File: src/rtl/clk_sel_pkg.sv
// ----------------------------------------------------------------------------
// clk_sel_pkg
//   Shared types and default constants for the clock-select controller.
//   - clk_sel_state_t    : controller FSM states (IDLE, SETTLE, DWELL)
//   - CLK_SEL_SETTLE_DEF : default settle window, in controller clocks
//   - CLK_SEL_DWELL_DEF  : default dwell window, in controller clocks
//   - CLK_SEL_CNT_W_DEF  : default width of the window down-counter
// ----------------------------------------------------------------------------
package clk_sel_pkg;

    typedef enum logic [1:0] {
        IDLE   = 2'd0,
        SETTLE = 2'd1,
        DWELL  = 2'd2
    } clk_sel_state_t;

    localparam int CLK_SEL_SETTLE_DEF = 8;
    localparam int CLK_SEL_DWELL_DEF  = 16;
    localparam int CLK_SEL_CNT_W_DEF  = 8;

endpackage

File: src/rtl/clk_sel_cnt.sv
// ----------------------------------------------------------------------------
// clk_sel_cnt
//   Loadable down-counter that times the settle and dwell windows.
//   Ports:
//     clk, rst_n  : controller clock, asynchronous active-low reset
//     load        : load load_val on the next edge (wins over en)
//     load_val    : value to load
//     en          : decrement on the next edge; holds at zero (no underflow)
//     zero        : count is zero (decoded from the register)
// ----------------------------------------------------------------------------
module clk_sel_cnt
    import clk_sel_pkg::*;
#(
    parameter int CNT_W = CLK_SEL_CNT_W_DEF
) (
    input  logic             clk,
    input  logic             rst_n,
    input  logic             load,
    input  logic [CNT_W-1:0] load_val,
    input  logic             en,
    output logic             zero
);

    logic [CNT_W-1:0] count;

    always_ff @(posedge clk or negedge rst_n) begin
        if (!rst_n) begin
            count <= '0;
        end else if (load) begin
            count <= load_val;
        end else if (en && (count != '0)) begin
            count <= count - 1'b1;
        end
    end

    assign zero = (count == '0);

endmodule

File: src/rtl/clk_sel_ctrl.sv
// ----------------------------------------------------------------------------
// clk_sel_ctrl
//   Drives the select input of the glitch-free clock mux. Accepts switch
//   requests, registers the select, then blocks further requests for a
//   settle window (mux hand-over) followed by a minimum dwell window.
//
//   Optional feature: define CLK_SEL_FALLBACK_EN to force select back to
//   source 0 when src_fail reports source 1 as failed. Without it src_fail
//   is ignored and rej is tied low. The port list is the same either way.
//
//   Handshake: a request is consumed on any rising edge where
//   req_valid && req_ready; req_ready is high only in IDLE and is decoded
//   from registered state. The requester keeps req_valid/req_sel stable
//   until consumed.
//
//   Ports:
//     clk, rst_n : controller clock, asynchronous active-low reset
//     req_valid  : switch request valid
//     req_sel    : requested source (0 = clk1, 1 = clk2)
//     req_ready  : controller can take a request (state == IDLE)
//     select     : registered mux select
//     busy       : registered, high in SETTLE and DWELL
//     sw_done    : one-cycle pulse when a switch or no-op completes
//     src_fail   : source 1 failed (fallback build only)
//     rej        : one-cycle pulse when a request is dropped (fallback build)
//
//   The current FSM state is the internal signal 'state' for checkers.
// ----------------------------------------------------------------------------
module clk_sel_ctrl
    import clk_sel_pkg::*;
#(
    parameter int SETTLE_CYCLES = CLK_SEL_SETTLE_DEF,
    parameter int DWELL_CYCLES  = CLK_SEL_DWELL_DEF,
    parameter int CNT_W         = CLK_SEL_CNT_W_DEF
) (
    input  logic clk,
    input  logic rst_n,
    input  logic req_valid,
    input  logic req_sel,
    output logic req_ready,
    output logic select,
    output logic busy,
    output logic sw_done,
    input  logic src_fail,
    output logic rej
);

    // Window lengths must be at least 1 and their load value (N-1) must
    // fit in the counter.
    generate
        if ((SETTLE_CYCLES < 1) || (SETTLE_CYCLES > (1 << CNT_W))) begin : g_bad_settle
            $error("clk_sel_ctrl: SETTLE_CYCLES out of range for CNT_W");
        end
        if ((DWELL_CYCLES < 1) || (DWELL_CYCLES > (1 << CNT_W))) begin : g_bad_dwell
            $error("clk_sel_ctrl: DWELL_CYCLES out of range for CNT_W");
        end
    endgenerate

    localparam logic [CNT_W-1:0] SETTLE_LD = CNT_W'(SETTLE_CYCLES - 1);
    localparam logic [CNT_W-1:0] DWELL_LD  = CNT_W'(DWELL_CYCLES - 1);

    clk_sel_state_t   state;
    logic             rej_q;
    logic             accept;
    logic             fb_fire;   // forced fall-back to source 0 this edge
    logic             drop;      // accepted request must be discarded
    logic             cnt_load;
    logic [CNT_W-1:0] cnt_load_val;
    logic             cnt_en;
    logic             cnt_zero;

    assign req_ready = (state == IDLE);
    assign accept    = req_valid && req_ready;

`ifdef CLK_SEL_FALLBACK_EN
    assign fb_fire = src_fail && select;
    assign drop    = src_fail && req_sel;
    assign rej     = rej_q;
`else
    logic unused_src_fail;
    assign unused_src_fail = src_fail;
    assign fb_fire = 1'b0;
    assign drop    = 1'b0;
    assign rej     = 1'b0;
`endif

    // Counter control mirrors the transitions made by the FSM below.
    always_comb begin
        cnt_load     = 1'b0;
        cnt_load_val = SETTLE_LD;
        cnt_en       = 1'b0;
        if (fb_fire) begin
            cnt_load = 1'b1;
        end else begin
            case (state)
                IDLE: begin
                    if (accept && !drop && (req_sel != select)) begin
                        cnt_load = 1'b1;
                    end
                end
                SETTLE: begin
                    if (cnt_zero) begin
                        cnt_load     = 1'b1;
                        cnt_load_val = DWELL_LD;
                    end else begin
                        cnt_en = 1'b1;
                    end
                end
                DWELL: begin
                    cnt_en = !cnt_zero;
                end
                default: ;
            endcase
        end
    end

    always_ff @(posedge clk or negedge rst_n) begin
        if (!rst_n) begin
            state   <= IDLE;
            select  <= 1'b0;
            busy    <= 1'b0;
            sw_done <= 1'b0;
            rej_q   <= 1'b0;
        end else begin
            sw_done <= 1'b0;
            rej_q   <= 1'b0;
            if (fb_fire) begin
                // Pre-empts any state. A request taken on the same edge
                // asking for source 1 is dropped; one asking for source 0
                // is satisfied by the fall-back itself.
                select <= 1'b0;
                state  <= SETTLE;
                busy   <= 1'b1;
                if (accept && req_sel) begin
                    rej_q <= 1'b1;
                end
            end else begin
                case (state)
                    IDLE: begin
                        if (accept) begin
                            if (drop) begin
                                rej_q <= 1'b1;
                            end else if (req_sel == select) begin
                                sw_done <= 1'b1;
                            end else begin
                                select <= req_sel;
                                state  <= SETTLE;
                                busy   <= 1'b1;
                            end
                        end
                    end
                    SETTLE: begin
                        if (cnt_zero) begin
                            sw_done <= 1'b1;
                            state   <= DWELL;
                        end
                    end
                    DWELL: begin
                        if (cnt_zero) begin
                            state <= IDLE;
                            busy  <= 1'b0;
                        end
                    end
                    default: begin
                        state <= IDLE;
                        busy  <= 1'b0;
                    end
                endcase
            end
        end
    end

    clk_sel_cnt #(
        .CNT_W(CNT_W)
    ) u_cnt (
        .clk      (clk),
        .rst_n    (rst_n),
        .load     (cnt_load),
        .load_val (cnt_load_val),
        .en       (cnt_en),
        .zero     (cnt_zero)
    );

endmodule

File: config.mk
export PLATFORM = sky130hd
export DESIGN_NAME = clk_sel_ctrl
export DESIGN_NICKNAME = d
export VERILOG_FILES = /design/src/rtl/clk_sel_pkg.sv /design/src/rtl/clk_sel_cnt.sv /design/src/rtl/clk_sel_ctrl.sv
export SDC_FILE = /design/constraint.sdc
export NUM_CORES = 1
export LEC_CHECK = 0
export ABC_CLOCK_PERIOD_IN_PS = 1850
export CAP_MARGIN = 15
export CORE_UTILIZATION = 47
export CTS_BUF_LIST = sky130_fd_sc_hd__clkbuf_8 sky130_fd_sc_hd__clkbuf_16
export DETAILED_ROUTE_END_ITERATION = 6
export GPL_TIMING_DRIVEN = 0
export PLACE_DENSITY_LB_ADDON = 0.25
export SYNTH_ARGS = -nofsm -noshare
export SYNTH_HDL_FRONTEND = slang
export SYNTH_SLANG_ARGS = --single-unit
File: constraint.sdc
create_clock -name clk -period 1.85 [get_ports clk]
set_input_delay 0.185 -clock clk [delete_from_list [all_inputs] [get_ports clk]]
set_output_delay 0.185 -clock clk [all_outputs]
set_load 0.02 [all_outputs]
==> flow_summary.json <==
{
  "maxCapViolCount": 0,
  "synth_cell_type_count": 31,
  "fp.dieArea_mm2": 0.00185,
  "track_usage": 0.178,
  "slowest_delay_ns": 0.42,
  "grt_pass1_wl_um": 2380,
  "insertion_delay_ns": 0.24,
  "swShare": 0.427,
  "cp.arrival_ns": 1.91,
  "r2r_slack_ns": 0.07,
  "crit_path_end": "state[0]$_DFFE_PN0P_",
  "final_cells": 108,
  "pwr-share-clk": 0.139,
  "reg2reg_depth": 6,
  "critPathTopFamily": "flip-flops",
  "drc": 0,
  "postCtsHoldBufs": 0,
  "power_w": 0.00179,
  "antenna_found_initial": 0,
  "nets": 105,
  "drive_above_1_share": 0.261,
  "synthMuxAreaShare": 0.0681,
  "status": "finished, final reports clean",
  "syn_nets": 92,
  "gr-total-overflow": 0,
  "die_h_um": 43.0,
  "worst-path-buf-inv": 1,
  "synth-xor-area-share": 0.0444,
  "cp_common_cell": "a21oi_2",
  "powerDensity_mw_per_mm2": 1820,
  "seqPwrFrac": 0.322,
  "reg2reg_to": "state[0]$_DFFE_PN0P_",
  "fp-row-count": 14,
  "synth_top_area_share": 0.412,
  "globalplace.congestion": 0.751,
  "crit_required_ns": 1.98,
  "ys_warn_count": 0,
  "grt_pass1_vias": 578,
  "rsz0062_at_grt": "true",
  "slew_viol_final": 0,
  "n_antenna_cell": 0,
  "synthTopCellsByCount": "13 x dfrtp_1, 7 x ha_1, 7 x nand2_1, 7 x nor2_1",
  "place_area_um2": 880,
  "cp_slowest_cell": "dfrtp_1",
  "cts_tree": "built",
  "synth_top_flop_cell": "dfrtp_1",
  "fill_cells": 136,
  "cp.depth": 6,
  "p_comb_frac": 0.539,
  "worstSetupEndpointType": "flop",
  "crit_chain": "inv_1, ha_1, nor3b_4, a21oi_2, a21oi_2, mux2_2",
  "yosysSeqAreaShare": 0.412,
  "critPathLaunchType": "flop",
  "worst_pin_slew_ns": 0.612,
  "vias": 605,
  "synth_area_leaders": "dfrtp_1 41%, ha_1 11%, mux2_2 4.3%",
  "critPathMaxFanout": 4,
  "synth-edff-count": 0,
  "hold_path_class": "in2async",
  "synthSimpleGateAreaFrac": 0.217,
  "critical_path_class": "reg2reg",
  "async_flop_share": 1.00,
  "die_w_um": 43.0,
  "cts_made_buffers": 3,
  "drt_wl_total_um": 1450,
  "synth-seq-cells": 13,
  "final.min_clock_period_ns": 1.78,
  "grt_max_degree": 14,
  "root_buffer": "clkbuf_8",
  "antenna_left": 0,
  "internal_power_w": 0.00102,
  "placed_cells": 103,
  "cts_max_path_buffers": 2,
  "synth_compound_area_frac": 0.108,
  "ir_drop_mv": 0.880,
  "stdcell_area_um2": 981,
  "fin_setup_tns_ns": 0,
  "layout-area-overhead-vs-synth_pct": 24.2,
  "post_drt_wl_per_cell_um": 13.4,
  "io_pins": 10,
  "fin_skew_ns": 0.00119,
  "clkTransAtPathRegs_ns": 0.05,
  "synthCells": 80,
  "finalCritPeriodShare": 0.961,
  "yosysMostFrequentCell": "dfrtp_1",
  "slew_headroom": 0.590,
  "core-area_mm2": 0.00154,
  "startpoint": "u_cnt.count[1]$_DFFE_PN0P_",
  "drt_iter0_markers": 5,
  "synth_area_leader_cell": "dfrtp_1",
  "via_per_inst": 5.60,
  "postLayoutCoreUtil": 0.636,
  "cts_htree_levels": 1,
  "dpl.hpwl_um": 1020,
  "leakagePower_nw": 0.450,
  "synth.avg_cell_area_um2": 9.87,
  "portBuffers": 7,
  "max_freq_ghz": 0.562,
  "syn_area_um2": 790,
  "final_hold_viol_count": 0,
  "synth_top_family_by_area": "simple AND/OR/NAND/NOR gates",
  "firstDrtPassIters": 4,
  "initial_utilization": 0.512,
  "switchingPower_w": 0.000765,
  "regToRegStartpoint": "u_cnt.count[1]$_DFFE_PN0P_",
  "setup-violations-final": 0,
  "cts_sinks": 13,
  "synthAdderAreaFrac": 0.111
}
[cells in the final DEF, fill, tap and decap left out, drive strengths merged, types with 2 or more instances in the layout]
cell type      synthesis  layout
mux2                   3       3
nor4                   2       2
o211ai                 3       3
or2                    2       2
nand2                  7       7
mux2i                  2       2
clkbuf                 0       3
xnor2                  3       3
o21ai                  3       3
buf                    2       3
nand3                  4       4
clkdlybuf4s50          0       6
inv                    4       5
a21oi                  4       4
nor2                   8       8
dfrtp                 13      13
or4                    2       2
ha                     7       7
[metrics by stage]
step | setup slack (ns) | hold slack, ns
after floorplan | 0.0161 | -0.111
after global placement | -0.270 | 0.488
after global routing | -0.0203 | 0.382
after CTS | 0.0150 | 0.351
after detailed placement | -0.278 | 0.500
final | 0.0715 | 0.326
[power by group through the flow]
stage,sequential (W),clock [W],combinational [W]
floorplan,0.000545,0,0.000639
global placement,0.000530,0,0.000856
detailed placement,0.000539,0,0.000871
CTS,0.000549,0.000255,0.000907
global route,0.000596,0.000266,0.00107
finish,0.000577,0.000249,0.000964
[timing repair]
item	4_1_cts	5_1_grt
hold endpoints to repair	0	0
gates resized for setup	6	8
setup endpoints to repair	4	6
pin swaps	0	1
setup buffers	0	1
[final cells by class]
class,count,area (um^2),area share
plain buffers,2,12.5,0.0128
clock buffers,3,41.3,0.0421
clock inverters,1,3.75,0.00383
inverters,4,15.0,0.0153
multi-input cells,61,485,0.495
flip-flops and latches,13,327,0.333
well taps,16,20.0,0.0204
repair buffers,8,76.3,0.0778
[how the worst min path moves through the flow]
stage	to	startpoint	slack (ns)	cells after the start
after detailed placement	busy$_DFFE_PN0P_	busy$_DFFE_PN0P_	0.50	1
final	u_cnt.count[5]$_DFFE_PN0P_	rst_n	0.33	1
after global placement	busy$_DFFE_PN0P_	busy$_DFFE_PN0P_	0.49	1
after CTS	u_cnt.count[5]$_DFFE_PN0P_	rst_n	0.35	1
after floorplan	busy$_DFFE_PN0P_	rst_n	-0.11	0
after global routing	u_cnt.count[4]$_DFFE_PN0P_	rst_n	0.38	1
[cell families after synthesis]
logic type / count (synthesis)
XOR/XNOR: 4
other: 1
flip-flops: 13
AO/OA/AOI/OAI: 13
multiplexers: 5
adder cells (fa/ha/maj): 7
AND/OR/NAND/NOR: 31
buffers and inverters: 6
[sequential cells by signal, summed over array words and instances (netlist names)]
| name | flops |
|---|---|
| u_cnt.count | 8 |
| select | 1 |
| state | 2 |
| sw_done | 1 |
| busy | 1 |
[layer usage]
layer,global-route usage,vias up,part of all wire
li1,-,309,-
met1,0.216,272,0.44
met2,0.276,18,0.48
met3,0.0511,6,0.048
met4,0.109,0,0.029
met5,0,-,0
[worst reg2reg max path, delay by kind of cell, from the launching register on]
family                   cells  cell delay (ns)
buffers and inverters        1             0.09
multiplexers                 1             0.35
AO/OA/AOI/OAI                2             0.32
adder cells (fa/ha/maj)      1             0.18
flip-flops                   1             0.42
AND/OR/NAND/NOR              1             0.30
Note: power is estimated with default switching activity, not from simulation.
